===== config.mk =====
export PLATFORM = sky130hd
export DESIGN_NAME = alu_exec_unit
export DESIGN_NICKNAME = d
export VERILOG_FILES = /design/src/rtl/alu_pkg.sv /design/src/rtl/alu_muldiv_iter.sv /design/src/rtl/alu_exec_unit.sv
export SDC_FILE = /design/constraint.sdc
export NUM_CORES = 1
export LEC_CHECK = 0
export ABC_AREA = 1
export BUFFER_PORTS_ARGS = -buffer_cell sky130_fd_sc_hd__buf_2
export CORE_MARGIN = 3
export CORE_UTILIZATION = 35
export DETAILED_ROUTE_END_ITERATION = 8
export GPL_TIMING_DRIVEN = 0
export PLACE_DENSITY = 0.54
export SYNTH_ARGS = -nofsm -noshare
export SYNTH_HDL_FRONTEND = slang
export SYNTH_HIERARCHICAL = 1
export SYNTH_SLANG_ARGS = --single-unit

===== constraint.sdc =====
create_clock -name clk -period 2.9 [get_ports clk]
set_input_delay 0.58 -clock clk [delete_from_list [all_inputs] [get_ports clk]]
set_output_delay 0.58 -clock clk [all_outputs]
set_load 0.02 [all_outputs]

===== src/rtl/alu_pkg.sv =====
// Shared types for the ALU execution unit: operation codes, FSM states and
// the default datapath width. Helpers classify codes by execution class.
package alu_pkg;

    localparam int ALU_WIDTH = 32;

    typedef enum logic [3:0] {
        OP_AND      = 4'b0000,
        OP_OR       = 4'b0001,
        OP_ADD      = 4'b0010,
        OP_XOR      = 4'b0011,
        OP_SLL      = 4'b0100,
        OP_SRL      = 4'b0101,
        OP_SUB      = 4'b0110,
        OP_SLT      = 4'b0111,
        OP_SLTU     = 4'b1000,
        OP_SRA      = 4'b1001,
        OP_MUL      = 4'b1010,
        OP_MULHU    = 4'b1011,
        OP_DIVU     = 4'b1100,
        OP_REMU     = 4'b1101,
        OP_ADD_ALT0 = 4'b1110,
        OP_ADD_ALT1 = 4'b1111
    } alu_op_e;

    typedef enum logic [1:0] {
        ST_IDLE = 2'd0,
        ST_BUSY = 2'd1,
        ST_DONE = 2'd2
    } state_e;

    function automatic logic is_shift(alu_op_e op);
        return (op == OP_SLL) || (op == OP_SRL) || (op == OP_SRA);
    endfunction

    function automatic logic is_muldiv(alu_op_e op);
        return (op == OP_MUL) || (op == OP_MULHU) || (op == OP_DIVU) || (op == OP_REMU);
    endfunction

endpackage


===== src/rtl/alu_muldiv_iter.sv =====
// Iterative unsigned multiply (shift-add) and restoring divide.
// A start pulse loads the operands; exactly WIDTH step cycles follow and
// 'done' is raised combinationally during the last step, with 'res' holding
// the value the final step produces, so the caller can capture it that edge.
// Divide by zero falls out of the restoring algorithm naturally: every trial
// subtraction succeeds (quotient all ones) and the remainder is the dividend.
module alu_muldiv_iter
    import alu_pkg::*;
#(
    parameter int WIDTH = ALU_WIDTH
) (
    input  logic             clk,
    input  logic             rst_n,
    input  logic             start,
    input  alu_op_e          op,
    input  logic [WIDTH-1:0] a,
    input  logic [WIDTH-1:0] b,
    output logic             done,
    output logic [WIDTH-1:0] res
);

    localparam int CW = $clog2(WIDTH);

    logic             busy;
    logic [CW-1:0]    cnt;
    alu_op_e          op_p0;
    // x: product high half / partial remainder; y: multiplier+low half / dividend+quotient
    logic [WIDTH-1:0] x_p0, y_p0, m_p0;
    logic [WIDTH-1:0] x_nxt, y_nxt;
    logic [WIDTH:0]   sum, shifted, trial;
    logic             is_div;

    assign is_div = (op_p0 == OP_DIVU) || (op_p0 == OP_REMU);
    assign done   = busy && (cnt == CW'(WIDTH - 1));

    // One algorithm step: conditional add-then-shift, or shift-then-trial-subtract
    always_comb begin
        sum     = {1'b0, x_p0} + (y_p0[0] ? {1'b0, m_p0} : '0);
        shifted = {x_p0, y_p0[WIDTH-1]};
        trial   = shifted - {1'b0, m_p0};
        if (is_div) begin
            x_nxt = trial[WIDTH] ? shifted[WIDTH-1:0] : trial[WIDTH-1:0];
            y_nxt = {y_p0[WIDTH-2:0], ~trial[WIDTH]};
        end else begin
            x_nxt = sum[WIDTH:1];
            y_nxt = {sum[0], y_p0[WIDTH-1:1]};
        end
    end

    // Select which half of the final step is the answer
    always_comb begin
        case (op_p0)
            OP_MULHU: res = x_nxt;
            OP_REMU:  res = x_nxt;
            default:  res = y_nxt;
        endcase
    end

    // Load on start, then iterate until the last step has been taken
    always_ff @(posedge clk) begin
        if (!rst_n) begin
            busy  <= 1'b0;
            cnt   <= '0;
            op_p0 <= OP_MUL;
        end else if (start) begin
            busy  <= 1'b1;
            cnt   <= '0;
            op_p0 <= op;
            x_p0  <= '0;
            y_p0  <= a;
            m_p0  <= b;
        end else if (busy) begin
            x_p0 <= x_nxt;
            y_p0 <= y_nxt;
            cnt  <= cnt + 1'b1;
            if (done) begin
                busy <= 1'b0;
            end
        end
    end

endmodule


===== src/rtl/alu_exec_unit.sv =====
// Multi-cycle ALU execution unit with a valid/ready request and result
// handshake. Logic/arithmetic/compare ops finish in one cycle, shifts walk
// one bit per cycle, and multiply/divide iterate for WIDTH cycles.
// Optional feature macro: ALU_EXEC_MULDIV_EN -- when defined, codes
// 1010..1101 run on the iterative multiply/divide engine; when undefined no
// multiply/divide hardware exists and those codes execute as ADD.
module alu_exec_unit
    import alu_pkg::*;
#(
    parameter int WIDTH = ALU_WIDTH
) (
    input  logic             clk,
    input  logic             rst_n,
    input  logic             in_valid,
    output logic             in_ready,
    input  logic [3:0]       alu_ctrl,
    input  logic [WIDTH-1:0] op_a,
    input  logic [WIDTH-1:0] op_b,
    output logic             out_valid,
    input  logic             out_ready,
    output logic [WIDTH-1:0] result,
    output logic             zero
);

    state_e           state;
    alu_op_e          req_op;
    alu_op_e          op_p0;
    logic [WIDTH-1:0] work_p0;
    logic [4:0]       cnt;
    logic             accept;
    logic [WIDTH-1:0] fast_res;
    logic [WIDTH-1:0] shift_nxt;
    logic             md_done;
    logic [WIDTH-1:0] md_result;

    // Single-cycle operations; a zero-distance shift passes op_a through and
    // every code without a dedicated path (including 1110/1111) adds.
    function automatic logic [WIDTH-1:0] fast_op(alu_op_e op, logic [WIDTH-1:0] a,
                                                 logic [WIDTH-1:0] b);
        case (op)
            OP_AND:  return a & b;
            OP_OR:   return a | b;
            OP_XOR:  return a ^ b;
            OP_SUB:  return a - b;
            OP_SLT:  return {{(WIDTH-1){1'b0}}, ($signed(a) < $signed(b))};
            OP_SLTU: return {{(WIDTH-1){1'b0}}, (a < b)};
            OP_SLL:  return a;
            OP_SRL:  return a;
            OP_SRA:  return a;
            default: return a + b;
        endcase
    endfunction

    assign req_op   = alu_op_e'(alu_ctrl);
    assign in_ready = (state == ST_IDLE);
    assign accept   = in_valid && in_ready;
    assign fast_res = fast_op(req_op, op_a, op_b);

    // One-bit shift step on the working value
    always_comb begin
        case (op_p0)
            OP_SLL:  shift_nxt = {work_p0[WIDTH-2:0], 1'b0};
            OP_SRL:  shift_nxt = {1'b0, work_p0[WIDTH-1:1]};
            OP_SRA:  shift_nxt = {work_p0[WIDTH-1], work_p0[WIDTH-1:1]};
            default: shift_nxt = work_p0;
        endcase
    end

`ifdef ALU_EXEC_MULDIV_EN
    localparam logic MD_EN = 1'b1;
    logic md_start;
    assign md_start = accept && is_muldiv(req_op);

    alu_muldiv_iter #(
        .WIDTH (WIDTH)
    ) u_muldiv (
        .clk   (clk),
        .rst_n (rst_n),
        .start (md_start),
        .op    (req_op),
        .a     (op_a),
        .b     (op_b),
        .done  (md_done),
        .res   (md_result)
    );
`else
    localparam logic MD_EN = 1'b0;
    assign md_done   = 1'b0;
    assign md_result = '0;
`endif

    // Request/iterate/present FSM with registered result, zero and out_valid
    always_ff @(posedge clk) begin
        if (!rst_n) begin
            state     <= ST_IDLE;
            out_valid <= 1'b0;
            result    <= '0;
            zero      <= 1'b1;
            cnt       <= '0;
            op_p0     <= OP_AND;
        end else begin
            case (state)
                ST_IDLE: begin
                    if (accept) begin
                        op_p0   <= req_op;
                        work_p0 <= op_a;
                        cnt     <= op_b[4:0];
                        if (is_shift(req_op) && (op_b[4:0] != 5'd0)) begin
                            state <= ST_BUSY;
                        end else if (MD_EN && is_muldiv(req_op)) begin
                            state <= ST_BUSY;
                        end else begin
                            state     <= ST_DONE;
                            result    <= fast_res;
                            zero      <= (fast_res == '0);
                            out_valid <= 1'b1;
                        end
                    end
                end
                ST_BUSY: begin
                    if (MD_EN && is_muldiv(op_p0)) begin
                        if (md_done) begin
                            state     <= ST_DONE;
                            result    <= md_result;
                            zero      <= (md_result == '0);
                            out_valid <= 1'b1;
                        end
                    end else begin
                        work_p0 <= shift_nxt;
                        cnt     <= cnt - 5'd1;
                        if (cnt == 5'd1) begin
                            state     <= ST_DONE;
                            result    <= shift_nxt;
                            zero      <= (shift_nxt == '0);
                            out_valid <= 1'b1;
                        end
                    end
                end
                ST_DONE: begin
                    if (out_ready) begin
                        state     <= ST_IDLE;
                        out_valid <= 1'b0;
                    end
                end
                default: begin
                    state     <= ST_IDLE;
                    out_valid <= 1'b0;
                end
            endcase
        end
    end

endmodule


==> metrics.md <==
| Metric | Value |
|---|---|
| Most frequent CP cell | nand2_1 |
| Worst setup margin | 70.3 ps |
| Worst R2R End | zero$_SDFFE_PN1P_ |
| Clock slew at reported path FFs | 60 ps |
| Crit start category | input pin |
| CP Class | input pin to flip-flop |
| Fin. Hold Viols | 0 |
| Clock buffer depth | 2 |
| Maximum vdd drop | about 240 uV |
| Pin slew with the least headroom to its limit | 726 ps |
| Area of the multi-input gates | 7910 um2 |
| DR vias/cell | about 5.5 |
| DIE HEIGHT | 178 um |
| Drt first pass iters | 6 |
| Yosys cell types | slightly below 50 |
| CTS tree | yes |
| Synthesis-to-finish area growth | 24.1% |
| HPWL after DPL | 38,400 um |
| Mapped Avg Cell Area | 5.84 um2 |
| #FFs+latches synth | 77 |
| Port buffer count | 106 |
| Core area | 28,900 um2 |
| Vias in the first global route | 11,532 |
| CTS root buffer | clkbuf_16 |
| Worst path slowest cell | ha_1 |
| Initial antenna violation count | 0 |
| Grt ovf | 0 |
| Routed Antenna Nets | 0 |
| Die area | 31,600 um2 |
| Crit-path max FO | 10 |
| Commonest non-fill, non-tap cells in the layout | nand2_1 (459), inv_1 (248), nand3_1 (130) |
| Slowest stage delay, CP | 310 ps |
| Share of post-route cells with drive strength above 1 | between 20% and 30% |
| Clock Latency Late Sink | 340 ps |
| Met1 wire length | 21,400 um |
| Max-Cap Viols | 0 |
| Fillers | around 3,200 |
| Wirelength per Cell | between 20 and 25 um |
| Residual DRC | 0 |
| Leak | 6.37 nW |
| First-pass GRT wire length | roughly 70,000 um |
| CP Cell Sequence | buf_2 > inv_2 > ha_1 > buf_6 > nand2_1 > nand2_1 > inv_1 > nand2_1 > a21oi_1 > nand2_2 > xor2_1 > nand2_1 > nand4_1 > nor2_1 > nand3_2 > nor3_2 > nand2_1 > nand2_2 > nand2_1 > nand2_1 |
| Layout net count | roughly 2,100 |
| Design Power | roughly 6.4 mW |
| I/O pin cnt | about 110 |
| Met2 WL | 20,800 um |
| Max Slew Vio Count | 0 |
| CTS Sinks | 77 |
| Crit. End Element | flip-flop |
| Max Clk Rate | 0.353 GHz |
| Hold depth | 2 |
| Tmin final | roughly 2800 ps |
| Worst path arrival time | 3110 ps |
| Worst Skew | 8.70 ps |
| Final Util | 44.4% |
| Post-synth EDFFs | 32 |
| Required time of the critical path | ~3200 ps |
| Antenna diodes | 0 |
| Most common cell after layout, fill and taps aside | nand2_1 |
| Register-to-register setup slack | 150 ps |
| Async set-reset flop share out of synthesis | 0% |
| Max layer used | met4 |
| Starting density of the core | a little over a third |
| Cell row count | 62 |
| Mapped Cells | ~1,800 |
| RD Place Congestion | just under 1 |
| Seq/Total Area, Yosys | 18.0% |
| Rel. slew slack | 51.6% |
| Final wirelength | 47,000 um |
| Register Area | 1860 um2 |
| End of the worst hold path | result[30]$_SDFFE_PN0P_ |
| Status | finished, final reports clean |
| YS warnings | 6 |
| Worst hold path type | flip-flop to flip-flop |
| Total track usage | 28.7% |
| WHS | around 470 ps |
| First DRT Iteration DRCs | 1,241 |
| Met3 routed WL | 3900 um |
| Largest net degree at the start of global routing | 22 |
| Vias | 12,635 |
| Min-delay src | result[30]$_SDFFE_PN0P_ |
| TritonCTS buffer count | 9 |
| Die Width | roughly 180 um |
| Final period utilization | 97.6% |
| H-tree levels | 3 |
| Worst Reg2Reg Path Length in Cells | 12 |
| Most used DFF post-synth | dfxtp_1 |
| R2r startpoint | op_p0[3]$_SDFFE_PN0P_ |
| Net count after synthesis | 1,942 |
| Final setup fails | 0 |
| Mapped Area | 10,300 um2 |
| Pre-CTS setup slack | -707 ps |
| Pwr dens | 497 nW/um2 |
worst max-delay path by stage:
| stage | from | endpoint | slack [ps] | cells past startpoint |
|---|---|---|---|---|
| after global placement | state[0]$_SDFFE_PN0P_ | work_p0[27]$_DFFE_PP_ | -780 | 7 |
| after CTS | op_a[22] | zero$_SDFFE_PN1P_ | -10 | 20 |
| after global routing | op_a[7] | zero$_SDFFE_PN1P_ | -20 | 22 |
| final | op_a[12] | zero$_SDFFE_PN1P_ | 70 | 20 |
| after floorplan | state[1]$_SDFFE_PN0P_ | work_p0[0]$_DFFE_PP_ | 260 | 7 |
| after detailed placement | op_a[31] | zero$_SDFFE_PN1P_ | -710 | 18 |
cell usage after synthesis (4+ instances only):
library cell,number,share of area [%]
dfxtp_1,45,8.7
nand2_2,5,0.30
nor3_1,19,0.92
a21oi_1,84,4.1
nand3_1,165,8.0
o221ai_1,19,1.6
buf_4,9,0.65
o21ai_0,111,5.4
a221oi_1,15,1.3
nand2_1,507,18
buf_2,31,1.5
o211ai_1,7,0.51
o22ai_1,15,0.91
edfxtp_1,32,9.3
a21o_1,5,0.36
a31oi_1,35,2.1
ha_1,98,12
o21a_1,4,0.29
or2_2,15,0.91
o21bai_1,10,0.73
nand4_1,19,1.1
clkbuf_1,21,0.76
and2_1,4,0.24
inv_1,275,10
inv_2,5,0.18
a211oi_1,10,0.73
nor2_1,165,6.0
layer usage:
layer,GRT usage (%),up-vias
met4,6.18,0
met3,3.81,56
met2,45.7,566
met1,41.2,5933
met5,0,-
li1,-,6080
where the power goes:
group | leakage, nW | internal [mW] | switching [mW]
registers | 0.672 | 1.47 | 0.174
clock network | 0.147 | 0.670 | 0.470
logic | 5.55 | 1.12 | 2.47
total | 6.37 | 3.27 | 3.11
registers in the layout (all words and copies together), names as in the netlist:
signal	flops
work_p0	32
op_p0	4
state	2
out_valid	1
zero	1
result	32
cnt	5
critical path: cells and delay by family:
kind            cells  cell delay, ps
compound gates      1             140
xor+xnor            1             160
fa+ha+maj           1             310
buf+inv             4             480
simple gates       13            1450
cells by family (layout without fill, tap and decap cells):
| logic type | Yosys count | count (layout) | share of synthesized area, % |
|---|---|---|---|
| and+or+nand+nor | 917 | 917 | 37.3 |
| AOI/OAI and AO/OA | 324 | 324 | 18.7 |
| buffers and inverters | 350 | 499 | 13.6 |
| xor gates and xnor gates | 2 | 2 | 0.169 |
| DFF | 77 | 77 | 18.0 |
| adders and majority gates | 100 | 100 | 12.2 |
timing repair:
item	CTS	global route
gates resized for setup	56	234
hold buffers	0	0
pin swaps	5	49
endpoints found under the setup margin	21	4
buffers inserted	7	20
cloned	0	1
metrics by stage:
step	std cells	setup TNS (ps)	cell area, um2
6_report	2303	0	12800
4_1_cts	2283	-10.9	11900
5_1_grt	2303	-24.4	12800
2_1_floorplan	1770	0	10300
3_5_place_dp	2261	-4170	11400
3_3_place_gp	2260	-29240	11400
layout make-up:
cell class	instances	area share [%]
timing repair buffer	135	6.04
inverter	281	8.41
sequential	77	14.5
clock inverter	7	0.565
multi-input combinational	1343	61.6
buffer	67	3.34
clock buffer	9	1.75
tap	384	3.74
No activity file was read; power rests on OpenSTA's default activity.
